**config.mk**
```make
export PLATFORM = sky130hd
export DESIGN_NAME = tim_pwm
export DESIGN_NICKNAME = d
export VERILOG_FILES = /design/src/rtl/tim_pwm.sv
export SDC_FILE = /design/constraint.sdc
export NUM_CORES = 1
export LEC_CHECK = 0
export CAP_MARGIN = 25
export CELL_PAD_IN_SITES_DETAIL_PLACEMENT = 1
export CELL_PAD_IN_SITES_GLOBAL_PLACEMENT = 1
export CORE_UTILIZATION = 35
export DETAILED_ROUTE_END_ITERATION = 8
export HOLD_SLACK_MARGIN = 0.08
export PLACE_DENSITY = 0.72
export REMOVE_ABC_BUFFERS = 1
export SETUP_SLACK_MARGIN = 0.5
export SYNTH_ARGS = -nofsm -noshare
export SYNTH_HDL_FRONTEND = slang
export SYNTH_SLANG_ARGS = --single-unit
export TNS_END_PERCENT = 30
```
**constraint.sdc**
```tcl
create_clock -name clk -period 2.7 [get_ports clk]
set_input_delay 0.54 -clock clk [delete_from_list [all_inputs] [get_ports clk]]
set_output_delay 0.54 -clock clk [all_outputs]
set_load 0.05 [all_outputs]
```
**src/rtl/tim_pwm.sv**
```systemverilog
// -----------------------------------------------------------------------------
// tim_pwm -- timer / PWM peripheral for slot 5 of the system IO hub.
//
// A prescaled 32-bit up-counter running 0..TOP, four compare-driven PWM
// outputs and a level overflow interrupt, programmed through the hub's
// decoded simple register bus.
//
// Ports:
//   clk      system clock
//   rst_n    synchronous active-low reset
//   waddr_i  write byte address (word aligned)
//   data_i   write data
//   sel_i    byte write strobes, bit k enables byte k
//   we_i     single-cycle write pulse
//   raddr_i  read byte address (word aligned)
//   rd_i     single-cycle read pulse
//   data_o   registered read data, held between reads
//   pwm_o    PWM outputs, registered
//   irq_o    overflow interrupt (OVF & IRQEN), registered
//
// Register map (byte offsets):
//   0x00 CTRL  [0] EN, [1] IRQEN, [2] ONESHOT, [15:8] PSC
//   0x04 STAT  [0] OVF (W1C), [1] RUN (mirrors EN)
//   0x08 TOP   period, counter runs 0..TOP
//   0x0C CNT   counter, a write loads it
//   0x10..0x1C CMP0..CMP3
// -----------------------------------------------------------------------------
module tim_pwm #(
    parameter int NCH = 4
) (
    input  logic           clk,
    input  logic           rst_n,
    input  logic [7:0]     waddr_i,
    input  logic [31:0]    data_i,
    input  logic [3:0]     sel_i,
    input  logic           we_i,
    input  logic [7:0]     raddr_i,
    input  logic           rd_i,
    output logic [31:0]    data_o,
    output logic [NCH-1:0] pwm_o,
    output logic           irq_o
);

    // Word indices (byte offset >> 2) of the registers.
    localparam logic [5:0] ADDR_CTRL = 6'h00;
    localparam logic [5:0] ADDR_STAT = 6'h01;
    localparam logic [5:0] ADDR_TOP  = 6'h02;
    localparam logic [5:0] ADDR_CNT  = 6'h03;
    localparam logic [5:0] ADDR_CMP  = 6'h04;

    // Register state
    logic                  en_q, en_d;
    logic                  irqen_q, irqen_d;
    logic                  oneshot_q, oneshot_d;
    logic [7:0]            psc_q, psc_d;
    logic                  ovf_q, ovf_d;
    logic [31:0]           top_q, top_d;
    logic [31:0]           cnt_q, cnt_d;
    logic [NCH-1:0][31:0]  cmp_q, cmp_d;
    logic [7:0]            psc_cnt_q, psc_cnt_d;
    logic [31:0]           data_q, data_d;
    logic [NCH-1:0]        pwm_q, pwm_d;
    logic                  irq_q, irq_d;

    // Decoded bus strobes and internal events
    logic                  wr_ok;
    logic                  wr_ctrl, wr_stat, wr_top, wr_cnt;
    logic [NCH-1:0]        wr_cmp;
    logic                  tick;
    logic                  ovf_set;
    logic                  oneshot_stop;
    logic [31:0]           rd_val;

    // Replace only the bytes whose strobe is set.
    function automatic logic [31:0] apply_strobes(
        input logic [31:0] old_val,
        input logic [31:0] new_val,
        input logic [3:0]  sel
    );
        logic [31:0] res;
        res = old_val;
        for (int b = 0; b < 4; b++) begin
            if (sel[b]) begin
                res[8*b +: 8] = new_val[8*b +: 8];
            end
        end
        return res;
    endfunction

    // Write decode; misaligned addresses are treated as unmapped.
    always_comb begin
        wr_ok   = we_i && (waddr_i[1:0] == 2'b00);
        wr_ctrl = wr_ok && (waddr_i[7:2] == ADDR_CTRL);
        wr_stat = wr_ok && (waddr_i[7:2] == ADDR_STAT);
        wr_top  = wr_ok && (waddr_i[7:2] == ADDR_TOP);
        wr_cnt  = wr_ok && (waddr_i[7:2] == ADDR_CNT);
        for (int n = 0; n < NCH; n++) begin
            wr_cmp[n] = wr_ok && (waddr_i[7:2] == (ADDR_CMP + 6'(n)));
        end
    end

    // The tick fires in the cycle the prescaler reaches PSC; PSC = 0 ticks
    // every cycle.
    assign tick = en_q && (psc_cnt_q == psc_q);

    // Prescaler: held at 0 while stopped and restarted by any CTRL write so
    // that a new PSC always starts from a clean phase.
    always_comb begin
        psc_cnt_d = psc_cnt_q + 8'd1;
        if (!en_q || wr_ctrl || tick) begin
            psc_cnt_d = 8'd0;
        end
    end

    // Counter. A value loaded above TOP simply counts on through the 32-bit
    // wrap without flagging overflow, since only CNT == TOP overflows.
    // A bus write to CNT overrides whatever the tick would have done.
    always_comb begin
        cnt_d        = cnt_q;
        ovf_set      = 1'b0;
        oneshot_stop = 1'b0;
        if (tick) begin
            if (cnt_q == top_q) begin
                cnt_d        = 32'd0;
                ovf_set      = 1'b1;
                oneshot_stop = oneshot_q;
            end else begin
                cnt_d = cnt_q + 32'd1;
            end
        end
        if (wr_cnt) begin
            cnt_d = apply_strobes(cnt_q, data_i, sel_i);
        end
    end

    // Control/status/compare registers. A CTRL write to EN beats the one-shot
    // stop, and an overflow set beats a same-cycle W1C.
    always_comb begin
        en_d      = en_q && !oneshot_stop;
        irqen_d   = irqen_q;
        oneshot_d = oneshot_q;
        psc_d     = psc_q;
        top_d     = top_q;
        cmp_d     = cmp_q;
        if (wr_ctrl && sel_i[0]) begin
            en_d      = data_i[0];
            irqen_d   = data_i[1];
            oneshot_d = data_i[2];
        end
        if (wr_ctrl && sel_i[1]) begin
            psc_d = data_i[15:8];
        end
        ovf_d = ovf_q;
        if (wr_stat && sel_i[0] && data_i[0]) begin
            ovf_d = 1'b0;
        end
        if (ovf_set) begin
            ovf_d = 1'b1;
        end
        if (wr_top) begin
            top_d = apply_strobes(top_q, data_i, sel_i);
        end
        for (int n = 0; n < NCH; n++) begin
            if (wr_cmp[n]) begin
                cmp_d[n] = apply_strobes(cmp_q[n], data_i, sel_i);
            end
        end
    end

    // Read mux samples the registers before any same-cycle update, so a read
    // colliding with a write returns the old value.
    always_comb begin
        rd_val = 32'd0;
        if (raddr_i[1:0] == 2'b00) begin
            case (raddr_i[7:2])
                ADDR_CTRL: rd_val = {16'd0, psc_q, 5'd0, oneshot_q, irqen_q, en_q};
                ADDR_STAT: rd_val = {30'd0, en_q, ovf_q};
                ADDR_TOP:  rd_val = top_q;
                ADDR_CNT:  rd_val = cnt_q;
                default: begin
                    for (int n = 0; n < NCH; n++) begin
                        if (raddr_i[7:2] == (ADDR_CMP + 6'(n))) begin
                            rd_val = cmp_q[n];
                        end
                    end
                end
            endcase
        end
        data_d = rd_i ? rd_val : data_q;
    end

    // Registered outputs: PWM follows the counter one cycle behind, and IRQ
    // follows OVF one cycle behind.
    always_comb begin
        for (int n = 0; n < NCH; n++) begin
            pwm_d[n] = en_q && (cnt_q < cmp_q[n]);
        end
        irq_d = ovf_q && irqen_q;
    end

    always_ff @(posedge clk) begin
        if (!rst_n) begin
            en_q      <= 1'b0;
            irqen_q   <= 1'b0;
            oneshot_q <= 1'b0;
            psc_q     <= 8'd0;
            ovf_q     <= 1'b0;
            top_q     <= 32'd0;
            cnt_q     <= 32'd0;
            cmp_q     <= '0;
            psc_cnt_q <= 8'd0;
            data_q    <= 32'd0;
            pwm_q     <= '0;
            irq_q     <= 1'b0;
        end else begin
            en_q      <= en_d;
            irqen_q   <= irqen_d;
            oneshot_q <= oneshot_d;
            psc_q     <= psc_d;
            ovf_q     <= ovf_d;
            top_q     <= top_d;
            cnt_q     <= cnt_d;
            cmp_q     <= cmp_d;
            psc_cnt_q <= psc_cnt_d;
            data_q    <= data_d;
            pwm_q     <= pwm_d;
            irq_q     <= irq_d;
        end
    end

    assign data_o = data_q;
    assign pwm_o  = pwm_q;
    assign irq_o  = irq_q;

endmodule

```
Word level (Yosys, flattened, before mapping):

Cells that the tools add are included.

* bits in latches: 0
* register bits: 249
* bits in writable memories: 0
* logic and storage cells: 135
* output and inout port bits: 37
* ROM bits: 0
* bits of input ports: 56
* memories kept: 0

* div/mod/pow operators: 0
* $mul: 0
* shifts and indexed selects: 0
* multiplexer cells: 20
* bitwise logic cells: 1
* $lt $le $gt $ge: 4
* reductions and logical operators: 55
* add/subtract/negate cells: 2
* eq/ne operators: 20

Operators by type and width (count)
* 32-bit two-way mux: 8
* 32-bit less-than comparator: 4
* 32-bit case mux with 4 select lines: 1
* 6-bit by 3-bit == test with 1-bit output, second input constant: 8
* 2-bit AND reduction: 24
* 32-bit by 1-bit adder with 32-bit output, second input constant: 1
* 32-bit == test: 1
* 8-bit two-way mux: 4
* 6-bit by 2-bit == test with 1-bit output, second input constant: 4
* 1-bit logical AND: 20
* 6-bit by 1-bit == test with 1-bit output, second input constant: 2
* 6-bit zero test: 2
* 8-bit by 1-bit adder with 8-bit output, second input constant: 1
* 8-bit == test: 1
* 2-bit != test, second input constant: 4
* 1-bit two-way mux: 7
* 2-bit zero test: 2
* 2-bit nonzero test: 2
* 1-bit zero test: 2
* 1-bit logical OR: 2
* 2-bit OR reduction: 1
* 1-bit inverter: 1

Depth between registers and ports, before layout:

* word-level depth: 7
* gate-level depth with buffers: 8
* depth with buffers taken out: 8

Worst setup path after synthesis:

No wires, ideal clock.

* kind: reg-to-reg
* start point: reg cnt_q[1]
* end point: reg cnt_q[20]
* setup time: 0.061 ns
* data required time: 2.639 ns
* slack: 0.541 ns
* arrival time: 2.099 ns
* buffers on the path: 0
* clock period less this slack: 2.159 ns
* stages on the path, launching flop included: 8
* path through: dfxtp_1 > ha_1 > nand4_1 > nor3_4 > nand4_4 > or4_1 > o21ai_1 > a32o_1

* cells in the longest elaborated chain, start to end: 4
* elaborated cells between the ends (all ways): 5
* those cells by class: add/sub (1); eq/ne (1); mux (3)

Ends and longest elaborated chain
* from (decl): line 58 `logic [31:0] cnt_q, cnt_d;`
* from (signal assigned): line 222 `cnt_q <= cnt_d;`
* 32-bit by 1-bit adder with 32-bit output / 32-bit == test (equally long branches): line 128, 123
* 32-bit two-way mux *: line 123 `if (cnt_q == top_q) begin`
* 32-bit two-way mux *: line 122 `if (tick) begin`
* 32-bit two-way mux *: line 131 `if (wr_cnt) begin`

Mark *: on every way between the ends. The rest lies on a longest branch, timed or not. The select of a mux whose other input is x is not followed.
A chain may end at the register's enable or synchronous reset.

Final worst setup path:

* start point: reg cnt_q[0]
* end point: reg cnt_q[24]

Same word-level chain as after synthesis.

==> results by group <==
Run status
  – Status: finished, final reports clean

Placed design
  – Final Wtd Congestion: around 0.91
  – Count of input and output buffers: 92
  – Dpl cells: about 2500
  – Place WS: -0.1791 ns
  – DPL Wire Length: about 42 mm

Clocking
  – TritonCTS clock tree: yes
  – Worst-Skew Late Latency: 0.58 ns
  – H-tree Lvls: 1
  – Root buffer cell: clkbuf_16
  – Clock Pin Slew Worst Setup and Hold Paths: 0.06 ns
  – Clock tree buffer depth: 3
  – Sink Count: 249
  – Cts hold-fix bufs: 0
  – CTS buffer count: 30

Timing
  – Final worst slack: 0.4161 ns
  – Slew @ Worst Pin: slightly above 0.7 ns
  – Highest Clock Rate: ~0.44 GHz
  – Final Hold Viols: 0
  – RSZ-0062 raised after global routing: true
  – Slew Limit Headroom: 51.78%
  – Clock Skew: ~0.014 ns
  – Final min period: 2.284 ns
  – Pins Over Slew Limit: 0
  – Setup_tns: 0 ns
  – Fin Hold WS: roughly 0.44 ns
  – Period utilization: a little over four fifths
  – Final setup fails: 0

Finish
  – Nets: 2209
  – Layout area overhead: 26.77%
  – Layout cell share with drive strength beyond 1: 17.11%
  – Final core occ: 45.20%
  – Fill count: ~5000
  – Diode count: 0
  – Layout Cells excl Fill: 2590

Floorplan
  – Die width: about 210 um
  – Ports: between 90 and 100
  – Core area: 42130 um2
  – Starting Density: a little over a third
  – Die area: 43760 um2
  – Rows: between 70 and 80
  – Die Span Y: 209.2 um

Pwr
  – Pint: about 6.6 mW
  – Pwr/cell area: 458.9 nW/um2
  – Net Sw Power: 2.106 mW
  – Comb power frac: 6.5%
  – Peak supply drop: 0.0004932 V
  – Switching Share: between 20 and 25%
  – Power share of the sequential group: 42.1%
  – Clock share of power: between 50% and 60%
  – Leakage Power: 7.385 nW

Logic synthesis
  – Mapped Cells: 1864
  – Top-area cell type share of the netlist area: 33.18%
  – Synth area leader: dfxtp_1
  – Synth warnings: 0
  – Yosys cell types: 67
  – Syn Area/Cell: 8.060 um2
  – Asr flop ratio synth: 0%
  – Seq cells post-synth: about 250
  – Prevailing post-synth register cell: dfxtp_1
  – Cell Area, Synth: 15020 um2
  – Area contributors post-synth: dfxtp_1 33%, ha_1 10%, a21oi_1 8.8%
  – Sequential share of the synthesized area: 33.18%
  – EDFF count, synth: 0

Critical path
  – Worst EP arrival: 2.76 ns
  – Crit path launch type: flop
  – Max FO, Critical Path: 10
  – Critical path class: reg -> reg
  – Worst EP required: around 3.2 ns
  – Worst Setup End Kind: flop

Drt
  – DR pass1 iterations: 5
  – Final WL: about 59 mm
  – Final ANT Viol Nets: 0
  – DR vias: 15010
  – DRT iter0 DRCs: 767
  – Vias/cell: a little under 6
  – Post-DR wirelength/cell: 22.59 um
  – DR DRC count: 0

Global routing
  – Number of global-route vias before repair: 15720
  – GRT Residual Overflow: 0
  – Global Route Usage Sum: 26.38%
  – Met2 Use GR: between 40% and 50%
  – Largest net degree at the start of global routing: 70
  – Initial antenna violation count: 1
  – Global-route wire length before repair: between 90 and 100 mm
  – Met3 usage: 2.840%
  – GR peak layer: met2
  – Met1 Resource Use GR: 33.51%

Job
  – Max-Cap Viols: 0

Hold path
  – Hold crit path type: in -> reg
-- path summary, 6_finish.rpt --
kind                            startpoint         end  slack [ns]  depth (start not counted)
worst min register to register   cmp_q[79]   cmp_q[79]        0.47                          2
worst max register to register    cnt_q[0]   cnt_q[24]        0.42                         11
worst min-delay path                 rst_n  data_o[14]        0.44                          2
worst max-delay path              cnt_q[0]   cnt_q[24]        0.42                         11
-- state kept, by name, indices dropped and copies added (netlist names) --
register   cells
pwm_o          4
cmp_q        128
ovf_q          1
irqen_q        1
psc_q          8
irq_o          1
psc_cnt_q      8
en_q           1
oneshot_q      1
cnt_q         32
top_q         32
data_o        32
-- per-stage QoR --
stage               total power, mW  cell area (um2)
floorplan                     3.882            14500
global placement              4.260            17390
detailed placement            4.268            17390
CTS                           8.772            18710
global route                  8.976            19050
finish                        8.740            19050
-- cell usage after synthesis (9+ instances only) --
cell type	instances
a21oi_1	264
nand2_1	258
dfxtp_1	249
nand3_1	192
inv_1	127
ha_1	126
clkbuf_1	74
nor2_1	73
o21ai_0	55
a21o_1	47
xor2_1	43
buf_2	38
nand4_1	36
mux4_2	34
a22oi_1	32
nor4_1	16
a32o_1	14
and2_1	14
o31ai_1	13
xnor2_1	13
and3_1	12
a211oi_1	11
mux2_2	11
nand2b_1	9
o2bb2ai_1	9
-- layout by cell type (no fill, tap or decap), types with 8 or more instances in the layout --
| cell type | n |
|---|---|
| a211oi_1 | 11 |
| a21o_1 | 47 |
| a21oi_1 | 259 |
| a22oi_1 | 32 |
| a32o_1 | 14 |
| and2_1 | 14 |
| and3_1 | 12 |
| buf_12 | 17 |
| buf_4 | 121 |
| buf_6 | 17 |
| clkbuf_16 | 31 |
| clkdlybuf4s50_1 | 73 |
| dfxtp_1 | 233 |
| dfxtp_2 | 14 |
| dlygate4sd2_1 | 11 |
| ha_1 | 125 |
| inv_1 | 127 |
| mux2_2 | 11 |
| mux4_2 | 34 |
| nand2_1 | 247 |
| nand2_2 | 9 |
| nand3_1 | 189 |
| nand4_1 | 36 |
| nor2_1 | 69 |
| nor4_1 | 13 |
| o21ai_0 | 43 |
| o21ai_2 | 9 |
| o2bb2ai_1 | 9 |
| o31ai_1 | 8 |
| xnor2_1 | 13 |
| xor2_1 | 40 |
-- cell families after synthesis --
family	synth area share [%]
AOI/OAI and AO/OA	19.21
xor gates and xnor gates	3.264
adders and majority gates	10.49
buffers and inverters	6.687
DFF	33.18
muxes	6.054
and+or+nand+nor	21.11
-- cell type report --
type / count / area (um2) / area share (%)
clock buffer: 41 / 883.3 / 4.638
timing repair buffer: 251 / 2427 / 12.74
inverter: 128 / 485.5 / 2.549
clock inverter: 15 / 209.0 / 1.097
multi-input combinational: 1367 / 9356 / 49.13
sequential: 249 / 5010 / 26.30
tap: 539 / 674.4 / 3.541
-- worst max-delay path, cell delays in order (launching register included) --
cell and delay, ns:
dfxtp_1 0.35, buf_6 0.16, xor2_1 0.20, nor4_1 0.29, nand4_1 0.12, buf_4 0.19
o21ai_4 0.19, buf_6 0.16, buf_12 0.13, buf_8 0.11, o31ai_4 0.05, a32o_1 0.21
-- power by group through the flow --
stage          Clock [mW]  Sequential (mW)  Combinational (mW)
2_1_floorplan           0             3.76               0.122
4_1_cts              4.55             3.68               0.540
6_report             4.50             3.68               0.566
3_5_place_dp            0             3.76               0.508
5_1_grt              4.71             3.67               0.587
3_3_place_gp            0             3.76               0.500
-- metal layers --
metal  vias to the layer above  part of all wire, %  routed length, um
met1                      7521                   43              25220
li1                       6990                    -                  -
met2                       379                   49              28450
met5                         -                    0                  0
met4                         0                  4.1               2419
met3                       122                  4.2               2435
-- timing repair --
item                       in CTS  in global routing
gates cloned                    3                  0
buffers inserted                7                  7
setup endpoints to repair     112                194
pin swaps                      10                 36
gates resized for setup        41                 84
(Power assumes the default switching activity.)
